==> src/rtl/oddr_pkg.sv <==
// Shared definitions for the DDR output serializer: state encoding and
// beat-counter sizing helpers.
package oddr_pkg;

  typedef enum logic [0:0] {
    StIdle  = 1'b0,
    StShift = 1'b1
  } oddr_state_e;

  localparam oddr_state_e ST_IDLE  = StIdle;
  localparam oddr_state_e ST_SHIFT = StShift;

  // Number of two-bit beats needed to send one parallel word.
  function automatic int unsigned oddr_beats(input int unsigned data_width);
    return data_width / 2;
  endfunction

  // Beat counter width; never narrower than one bit so a 2-bit word still works.
  function automatic int unsigned oddr_cnt_width(input int unsigned data_width);
    int unsigned w;
    w = $clog2(data_width / 2);
    return (w < 1) ? 1 : w;
  endfunction

endpackage

==> src/rtl/oddr_cell.sv <==
// Single-bit DDR output cell. D1 is driven during the high phase of C, D2
// during the following low phase. The low-phase bit is retimed onto the
// falling edge so it stays stable for the whole low phase.
module oddr_cell (
  input  logic C,
  input  logic R,
  input  logic CE,
  input  logic D1,
  input  logic D2,
  input  logic INIT,
  output logic Q
);

  logic qr;
  logic qf_pend;
  logic qf;

  // Rising-edge capture of both phase bits; reset wins over CE.
  always_ff @(posedge C) begin
    if (R) begin
      qr      <= INIT;
      qf_pend <= INIT;
    end else if (CE) begin
      qr      <= D1;
      qf_pend <= D2;
    end
  end

  // Falling-edge retime; qf_pend is already frozen while CE is low, so no gating needed.
  always_ff @(negedge C) begin
    qf <= qf_pend;
  end

  assign Q = C ? qr : qf;

endmodule

==> src/rtl/oddr_serializer.sv <==
// Parallel-to-DDR serializer: accepts words over valid/ready and streams them
// two bits per cycle through one oddr_cell. Back-to-back words leave no gap
// because ready is raised combinationally on the last beat.
module oddr_serializer
  import oddr_pkg::*;
#(
  parameter int unsigned DATA_WIDTH = 8,
  parameter logic        INIT_Q     = 1'b0,
  parameter logic        IDLE_Q     = 1'b0,
  parameter bit          MSB_FIRST  = 1'b0
) (
  input  logic                  C,
  input  logic                  R,
  input  logic                  CE,
  input  logic [DATA_WIDTH-1:0] D,
  input  logic                  D_VALID,
  output logic                  D_READY,
  output logic                  Q,
  output logic                  Q_EN
);

  localparam int unsigned Beats = oddr_beats(DATA_WIDTH);
  localparam int unsigned CntW  = oddr_cnt_width(DATA_WIDTH);
  localparam logic [CntW-1:0] CntLast = CntW'(Beats - 1);

  oddr_state_e           state_q, state_d;
  logic [CntW-1:0]       cnt_q, cnt_d;
  logic [DATA_WIDTH-1:0] sr_q, sr_d;
  logic                  started_q, started_d;
  logic                  q_en_q, q_en_d;
  logic                  last_beat;
  logic                  accept;
  logic                  d1, d2;

  // Handshake decode from registered state.
  always_comb begin
    last_beat = (state_q == ST_SHIFT) && (cnt_q == CntLast);
    D_READY   = CE & ~R & ((state_q == ST_IDLE) | last_beat);
    accept    = D_VALID & D_READY;
  end

  // Next-state, shifter and output-cell feed.
  always_comb begin
    state_d   = state_q;
    cnt_d     = cnt_q;
    sr_d      = sr_q;
    started_d = started_q;
    q_en_d    = 1'b0;
    // Until the first word goes out the line keeps showing the reset level.
    d1        = started_q ? IDLE_Q : INIT_Q;
    d2        = started_q ? IDLE_Q : INIT_Q;

    if (state_q == ST_SHIFT) begin
      q_en_d    = 1'b1;
      started_d = 1'b1;
      cnt_d     = cnt_q + CntW'(1);
      if (MSB_FIRST) begin
        d1   = sr_q[DATA_WIDTH-1];
        d2   = sr_q[DATA_WIDTH-2];
        sr_d = sr_q << 2;
      end else begin
        d1   = sr_q[0];
        d2   = sr_q[1];
        sr_d = sr_q >> 2;
      end
      if (last_beat) begin
        state_d = ST_IDLE;
      end
    end

    // A new word overrides the shift; the current pair still goes to the cell.
    if (accept) begin
      sr_d    = D;
      cnt_d   = '0;
      state_d = ST_SHIFT;
    end
  end

  // Controller state; reset takes priority over CE and over an accept.
  always_ff @(posedge C) begin
    if (R) begin
      state_q   <= ST_IDLE;
      cnt_q     <= '0;
      sr_q      <= '0;
      started_q <= 1'b0;
      q_en_q    <= 1'b0;
    end else if (CE) begin
      state_q   <= state_d;
      cnt_q     <= cnt_d;
      sr_q      <= sr_d;
      started_q <= started_d;
      q_en_q    <= q_en_d;
    end
  end

  assign Q_EN = q_en_q;

  oddr_cell u_cell (
    .C    (C),
    .R    (R),
    .CE   (CE),
    .D1   (d1),
    .D2   (d2),
    .INIT (INIT_Q),
    .Q    (Q)
  );

endmodule
==> config.mk <==
export PLATFORM = sky130hd
export DESIGN_NAME = oddr_serializer
export DESIGN_NICKNAME = d
export VERILOG_FILES = /design/src/rtl/oddr_pkg.sv /design/src/rtl/oddr_cell.sv /design/src/rtl/oddr_serializer.sv
export SDC_FILE = /design/constraint.sdc
export NUM_CORES = 1
export LEC_CHECK = 0
export CORE_ASPECT_RATIO = 0.5
export CORE_MARGIN = 2
export CORE_UTILIZATION = 25
export CTS_CLUSTER_DIAMETER = 150
export DETAILED_ROUTE_END_ITERATION = 10
export DONT_BUFFER_PORTS = 1
export GPL_TIMING_DRIVEN = 0
export PLACE_DENSITY = 0.49
export SYNTH_ARGS = -nofsm -noshare
export SYNTH_HDL_FRONTEND = slang
export SYNTH_SLANG_ARGS = --single-unit
==> constraint.sdc <==
create_clock -name C -period 1.2 [get_ports C]
set_input_delay 0.12 -clock C [delete_from_list [all_inputs] [get_ports C]]
set_output_delay 0.12 -clock C [all_outputs]
set_load 0.005 [all_outputs]
-- After elaboration in Yosys (flattened, before gate mapping)
Index checks and enable logic that the tools add are counted.
- add/sub/neg operators: 1
- equal/unequal tests: 1
- muxes and demuxes: 11
- bitwise logic cells: 6
- reductions and logical operators: 3
- operator list (kind ; count):
    $mux W8 ; 2
    $mux W1 ; 7
    $mux W2 ; 2
    $and A1 B1 Y1 ; 3
    $add A2 B1 Y2 const B ; 1
    $eq A2 B2 Y1 const B ; 1
    $not A1 Y1 ; 2
    $reduce_and A2 Y1 ; 1
    $reduce_bool A2 Y1 ; 1
    $logic_and A1 B1 Y1 ; 1
    $or A1 B1 Y1 ; 1
- bits in registers: 15
- output and inout port bits: 3
- word-level logic and storage cells: 29

-- Logic depth before layout (Yosys ltp)
Gate-level depths: netlist of the first run.
- depth in word-level cells: 7
- gate-level depth with buffers: 5

-- Cells and area by module
Synthesis of the first run repeated with hierarchy kept, for this count alone.
- cell total of the unflattened synthesis: 65
- area total of the unflattened synthesis: 679.4 µm²
- modules (own cells, without submodules) (module ; times used ; cells each ; area an instance (µm²) ; sequential area each (µm²)):
    oddr_serializer ; 1 ; 57 ; 555.5 ; 240.2
    oddr_cell ; 1 ; 8 ; 123.9 ; 80.1

==> results by group, run 1 <==
Run status
  • Outcome: finished, violations left
  • Violated checks: setup timing

Power
  • Total power per unit cell area: ~1300 nW/µm²
  • Max VDD drop: 0.484 mV
  • P_leak: approximately 0.39 nW

Yosys
  • Synthesized area: between 600 and 700 µm²
  • Cell taking the most area after synthesis: dfxtp_1
  • Syn Inst Count: 70
  • Yosys warning total: 0
  • Synthesized area per cell: a little over 9 µm²
  • Largest cells by area after synthesis: dfxtp_1 46%, mux2i_1 11%, a21oi_1 7.7%
  • Syn nets: 83
  • Register area share after synthesis: 46.0%
  • Post-synth top area share: between 40% and 50%
  • Distinct cells, synth: 20
  • Synth Register Bits: 15

Worst setup path
  • Startpoint types: flop
  • Worst path cell trace: mux2_2
  • Reg2reg start: cnt_q[0]$_SDFFE_PP0P_
  • Reg-to-reg endpoint: cnt_q[1]$_SDFFE_PP0P_
  • WP data required: between 1 and 1.5 ns
  • CP delay by family, top: flip-flops
  • CP Data Arrival Time: roughly 1.6 ns
  • Crit. Startpoint: u_cell.qf$_DFF_N_
  • CP Max Fanout: 1
  • Max incr delay on CP: 0.29 ns
  • CP max-delay cell: dfxtp_1
  • CP endpoint kind: output port
  • Worst Path Class, Setup: reg2out
  • Cell depth of the worst setup path: 1
  • Reg2reg path depth: 6
  • Buf/Inv on CP: 0
  • Flop-to-flop setup slack: -0.01 ns
  • Crit path capture: Q

STA
  • Final hold slack: between 0.1 and 0.15 ns
  • Setup TNS: -0.642 ns
  • Max_slew headroom: between 30% and 40%
  • Final Slew Violations: 0
  • Unrepaired setup endpoints after global routing: yes
  • Worst-Margin Slew: between 1 and 1.5 ns
  • Fin worst setup slack: -0.498 ns
  • Final hold vios: 0
  • Final Skew: between 0.07 and 0.08 ns
  • # setup viols final: 4

Final layout
  • Area of the multi-input gates: ~460 µm²
  • Fillers: roughly 240
  • Sequential cell area: a little over 300 µm²
  • Layout net count: about 100
  • Proportion of layout cells with a drive suffix above 1: around a third
  • Inserted Diodes: 0
  • Area Growth Syn to Fin: 68.0%

Floorplan
  • Rows: 13
  • DIE AREA: 3060 µm²
  • Core area: between 2000 and 3000 µm²
  • Die H: between 40 and 50 µm
  • Die width: approximately 76 µm
  • Initial Util: approximately a quarter
  • I/O pin cnt: 15

Global routing
  • Tot GR Track Use: between 10% and 20%
  • Vias in the first global route: ~570
  • Initial antenna violation count: 0
  • First-pass GRT wire length: roughly 2600 µm
  • Largest net degree at the start of global routing: 11
  • Total grt overflow: 0

Drt
  • Initial DRC Count: 24
  • Residual DRC count: 0
  • Drt pass-1 iters: 4
  • Post-DRT Antenna Nets: 0
  • Total Wirelength: approximately 1600 µm
  • Via-to-Cell Ratio: approximately 4.4
  • Wire per inst: 12.7 µm
  • Via count: roughly 560

Clock tree
  • CTS tree: yes
  • CTS clk-pin slew, worst paths: ~0.05 ns
  • Worst-Skew Late Latency: roughly 0.43 ns

Placed design
  • Gpl congestion: around 0.7
  • HPWL after DPL: 931 µm
  • IO buf count: 0

Job
  • Max_cap viols: 0

Worst hold path
  • Worst hold path type: in2reg
-- worst min-delay path by stage --
| stage | cells after the start | to | start |
|---|---|---|---|
| after detailed placement | 1 | Q | C |
| after CTS | 4 | sr_q[3]$_SDFFE_PP0P_ | CE |
| after floorplan | 1 | Q | C |
| final | 3 | sr_q[3]$_SDFFE_PP0P_ | CE |
| after global routing | 3 | sr_q[6]$_SDFFE_PP0P_ | CE |
| after global placement | 1 | Q | C |
-- power by group --
part | total, W | internal [W] | leakage [nW] | switching (W)
sequential | 0.000533 | 0.000519 | 0.123 | 0.0000140
combinational | 0.000195 | 0.0000999 | 0.212 | 0.0000952
clock | 0.000675 | 0.000453 | 0.0593 | 0.000223
total | 0.00140 | 0.00107 | 0.394 | 0.000332
-- synthesized netlist by cell type --
cell type and number:
mux2_2 1, a21oi_1 10, dfxtp_1 15, and2_1 1, o2111ai_1 2, buf_2 3, or3_1 1, nand2b_1 3
o21ai_1 2, nor3_1 3, nor3b_1 1, ha_1 1, mux2i_1 7, o31ai_1 6, inv_1 4, clkbuf_1 1
xnor2_1 1, nor2b_1 1, nand2_1 6, buf_6 1
-- flip-flops by register name, indices dropped and copies added (netlist names) --
register	cells
Q_EN	1
cnt_q	2
sr_q	8
state_q	1
u_cell.qf	1
u_cell.qf_pend	1
u_cell.qr	1
-- per-layer routing --
metal  share of wire [%]  vias to the layer above  GRT usage (%)
li1                    -                      286              -
met1                  42                      261           12.4
met2                  54                        9           21.7
met3                 3.8                        2           6.31
met4                0.56                        0           5.45
met5                   0                        -              0
-- layout make-up --
type	instances	area share (%)
Buffer	4	2.85
Inverter	3	1.37
Multi-Input combinational cell	46	42.1
Sequential cell	15	27.6
Clock inverter	2	0.684
Tap cell	37	4.22
Timing Repair Buffer	13	13.7
Clock buffer	6	7.53
-- cell families after synthesis --
logic type | Yosys count | synth area share (%)
xor+xnor | 1 | 1.34
mux | 8 | 12.5
simple gates | 16 | 12.6
fa+ha+maj | 1 | 1.92
flops | 15 | 46.0
buf+inv | 9 | 6.89
compound gates | 20 | 18.8
-- placed cells by master, fill, tap and decap left out, drive strengths merged --
cell type	count
a21oi	10
dlygate4sd3	10
buf	6
nor3	3
xnor2	1
o21ai	2
o2111ai	2
nor3b	1
nor2b	1
nand2	6
dfxtp	15
clkbuf	7
inv	4
mux2	1
o31ai	6
nand2b	3
and2	1
or3	1
ha	1
clkinvlp	1
mux2i	7
-- per-stage QoR --
| step | cells | util (%) | power (W) | setup WS, ns | area, µm² |
|---|---|---|---|---|---|
| floorplan | 70 | - | 0.000628 | -0.0476 | 653 |
| global placement | 107 | 27.6 | 0.000641 | -0.0515 | 699 |
| detailed placement | 107 | 27.6 | 0.000646 | -0.0851 | 699 |
| CTS | 127 | 40.7 | 0.00139 | -0.502 | 1030 |
| global route | 126 | 43.2 | 0.00149 | -0.536 | 1100 |
| finish | 126 | 43.2 | 0.00140 | -0.498 | 1100 |
-- what timing repair did --
| item | 4_1_cts | 5_1_grt |
|---|---|---|
| setup buffers | 2 | 0 |
| pin swaps | 4 | 11 |
| gates resized for setup | 23 | 12 |
| gates cloned | 1 | 0 |
| endpoints found under the hold margin | 14 | 0 |
| hold buffers | 10 | 0 |
| endpoints found under the setup margin | 12 | 12 |
No activity file was read; power rests on OpenSTA's default activity.
==> run 2: changes to the inputs <==
CTS_BUF_LIST = sky130_fd_sc_hd__clkbuf_8   (was not set)
TNS_END_PERCENT = 1   (was not set)
==> run 2 against run 1 <==
  * The flow still finishes with violations (setup timing)
  * Sequential share of layout area grew 4.9 points
  * First-iteration DRC count is 75% lower
  * Non-clock buffer count shrank 2
  * Worst hold slack got worse by 0.023 ns
  * Die area unchanged
  * Largest cell class unchanged
  * Combinational power is 36% lower
  * Power shrank 4.9%
  * Clock power barely moved
  * Final cell count decreased by 1.6%
  * Sequential power hardly changed
==> results by group, run 2 (synthesis gave the netlist of run 1 again) <==
Power
  • Internal power contribution: 0.00104 W (-3.3%)
  • Max VDD drop: 0.484 mV (about the same)
  • Logic pwr share: 9.4% (-4.5 points)
  • NetSw: 0.000298 W (-10%)
  • Sequential share of power: 39.8% (+1.8 points)
  • Power, Total: 0.00134 W (-4.9%)
  • P_leak: 0.362 nW (-8.2%)
  • Clock network fraction of design power: 50.8% (+2.7 points)
  • Total power per unit cell area: 1430 nW/µm² (+12%)
  • Switching share of total power: 22.3% (-1.3 points)

Worst setup path
  • WP data required: 1.08 ns (about the same)
  • Max incr delay on CP: 0.28 ns (about the same)
  • Worst Path Class, Setup: reg2out
  • Worst path cell trace: mux2_2
  • CP endpoint kind: output port
  • Cell depth of the worst setup path: 1 (unchanged)
  • Reg2reg path depth: 5 (-1)
  • CP delay by family, top: flip-flops
  • Buf/Inv on CP: 0 (unchanged)
  • CP Max Fanout: 1 (unchanged)
  • CP max-delay cell: dfxtp_1
  • Startpoint types: flop
  • CP Data Arrival Time: 1.57 ns (about the same)

Drt
  • Post-DRT Antenna Nets: 0 (unchanged)
  • Wire per inst: 12.2 µm (-4.0%)
  • Via-to-Cell Ratio: 4.50 (+1.6%)
  • Top routing layer in use: met4
  • Met2 wire length: 816 µm (-5.6%)
  • Via count: 558 (unchanged)
  • Initial DRC Count: 6 (-75%)
  • Residual DRC count: 0 (unchanged)
  • DRT met1 WL: 633 µm (-4.8%)
  • Drt pass-1 iters: 4 (unchanged)
  • Total Wirelength: 1510 µm (-5.6%)
  • Met3 WL: 51 µm (-15%)

Worst hold path
  • Worst Hold Depth: 3 (unchanged)
  • Worst hold path type: in2reg

Clock tree
  • CTS clk-pin slew, worst paths: 0.06 ns (about the same)
  • CTS tree: yes
  • Worst-Skew Late Latency: 0.42 ns (about the same)

STA
  • Final hold vios: 0 (unchanged)
  • Max_slew headroom: 67.3% (+35 points)
  • Worst-Margin Slew: 0.491 ns (-0.530 ns)
  • Fin worst setup slack: -0.492 ns (+0.00520 ns)
  • Unrepaired setup endpoints after global routing: yes
  • # setup viols final: 10 (+6)
  • Final Slew Violations: 0 (unchanged)
  • Final Skew: 0.0773 ns (-0.00103 ns)

Placed design
  • DP Area: 699 µm² (unchanged)
  • HPWL after DPL: 931 µm (unchanged)
  • IO buf count: 0 (unchanged)
  • DP Worst Slack: -0.0851 ns (unchanged)
  • Gpl congestion: 0.686 (unchanged)

Final layout
  • Inserted Diodes: 0 (unchanged)
  • Largest regs: sr_q: 8 flops, cnt_q: 2 flops
  • Proportion of layout cells with a drive suffix above 1: 20.7% (-14 points)
  • Layout net count: 101 (-1.9%)
  • Sequential cell area: 303 µm² (unchanged)
  • Most frequent cells in the layout: 13 x dfxtp_1, 10 x a21oi_1, 10 x dlygate4sd3_1, 7 x mux2i_1
  • Max reg flops: 8 (unchanged)
  • Largest register by flop count: sr_q
  • Final instance area: 931 µm² (-15%)
  • Final core utilization: 36.7% (-6.6 points)
  • Fillers: 271 (+12%)
  • Most common cell after layout, fill and taps aside: dfxtp_1
  • Area of the multi-input gates: 338 µm² (-27%)
  • Area Growth Syn to Fin: 42.5%

Floorplan
  • Rows: 13 (unchanged)
  • DIE AREA: 3060 µm² (unchanged)
  • Initial Util: 25.7% (unchanged)
  • Die width: 76.3 µm (unchanged)
  • Core area: 2540 µm² (unchanged)
  • Die H: 40.1 µm (unchanged)
  • I/O pin cnt: 15 (unchanged)

Run status
  • Violated checks: setup timing
  • Outcome: finished, violations left

Global routing
  • Total grt overflow: 0 (unchanged)
  • Largest net degree at the start of global routing: 11 (unchanged)
  • First-pass GRT wire length: 2440 µm (-6.1%)
  • Vias in the first global route: 534 (-5.5%)
  • Tot GR Track Use: 11.6% (-0.42 points)
  • Initial antenna violation count: 0 (unchanged)

Job
  • Max_cap viols: 0 (unchanged)
==> run 2: timing repair <==
action                                 CTS  global route
setup endpoints to repair               12            12
resized for setup                        4             8
endpoints found under the hold margin   14             0
gates cloned                             0             0
buffers inserted                         0             0
hold buffers                            10             0
pin swaps                                0             1
==> run 2: cell type report <==
cell class | count | area share [%]
multi-input cells | 46 | 36.3
flip-flops and latches | 15 | 32.5
repair buffers | 10 | 10.8
clock buffers | 6 | 8.87
well taps | 37 | 4.97
plain buffers | 5 | 4.57
inverters | 3 | 1.21
clock inverters | 2 | 0.806
==> run 2: path summary, 6_finish.rpt <==
check	end	startpoint	slack, ns
max reg2reg	sr_q[1]$_SDFFE_PP0P_	cnt_q[0]$_SDFFE_PP0P_	-0.03
max	Q	u_cell.qf$_DFF_N_	-0.49
min reg2reg	u_cell.qf_pend$_SDFFE_PP0P_	sr_q[1]$_SDFFE_PP0P_	0.46
min	cnt_q[1]$_SDFFE_PP0P_	R	0.09
==> run 2: power groups by stage <==
stage	logic, W	clock network, W	registers, W
finish	0.000125	0.000678	0.000532
global route	0.000136	0.000737	0.000534
CTS	0.000117	0.000690	0.000531
detailed placement	0.0000846	0.0000208	0.000541
global placement	0.0000811	0.0000208	0.000539
floorplan	0.0000703	0.0000208	0.000537
==> run 2: per-layer routing <==
metal | up-vias | GRT usage [%]
met5 | - | 0
met2 | 7 | 19.7
met1 | 268 | 11.4
met3 | 2 | 7.88
met4 | 0 | 6.36
li1 | 281 | -
==> run 2: stage by stage <==
step / TNS (ns) / hold slack (ns) / cells
6_report: -0.838 / 0.0895 / 124
5_1_grt: -1.62 / 0.129 / 124
4_1_cts: -1.30 / 0.119 / 124
3_5_place_dp: -0.684 / 0.256 / 107
3_3_place_gp: -0.415 / 0.256 / 107
2_1_floorplan: -0.0476 / 0.256 / 70
==> run 2: tightest hold or removal path, delay by kind of cell <==
family        cells  cell delay (ns)
simple gates      2             0.17
buf+inv           1             0.10
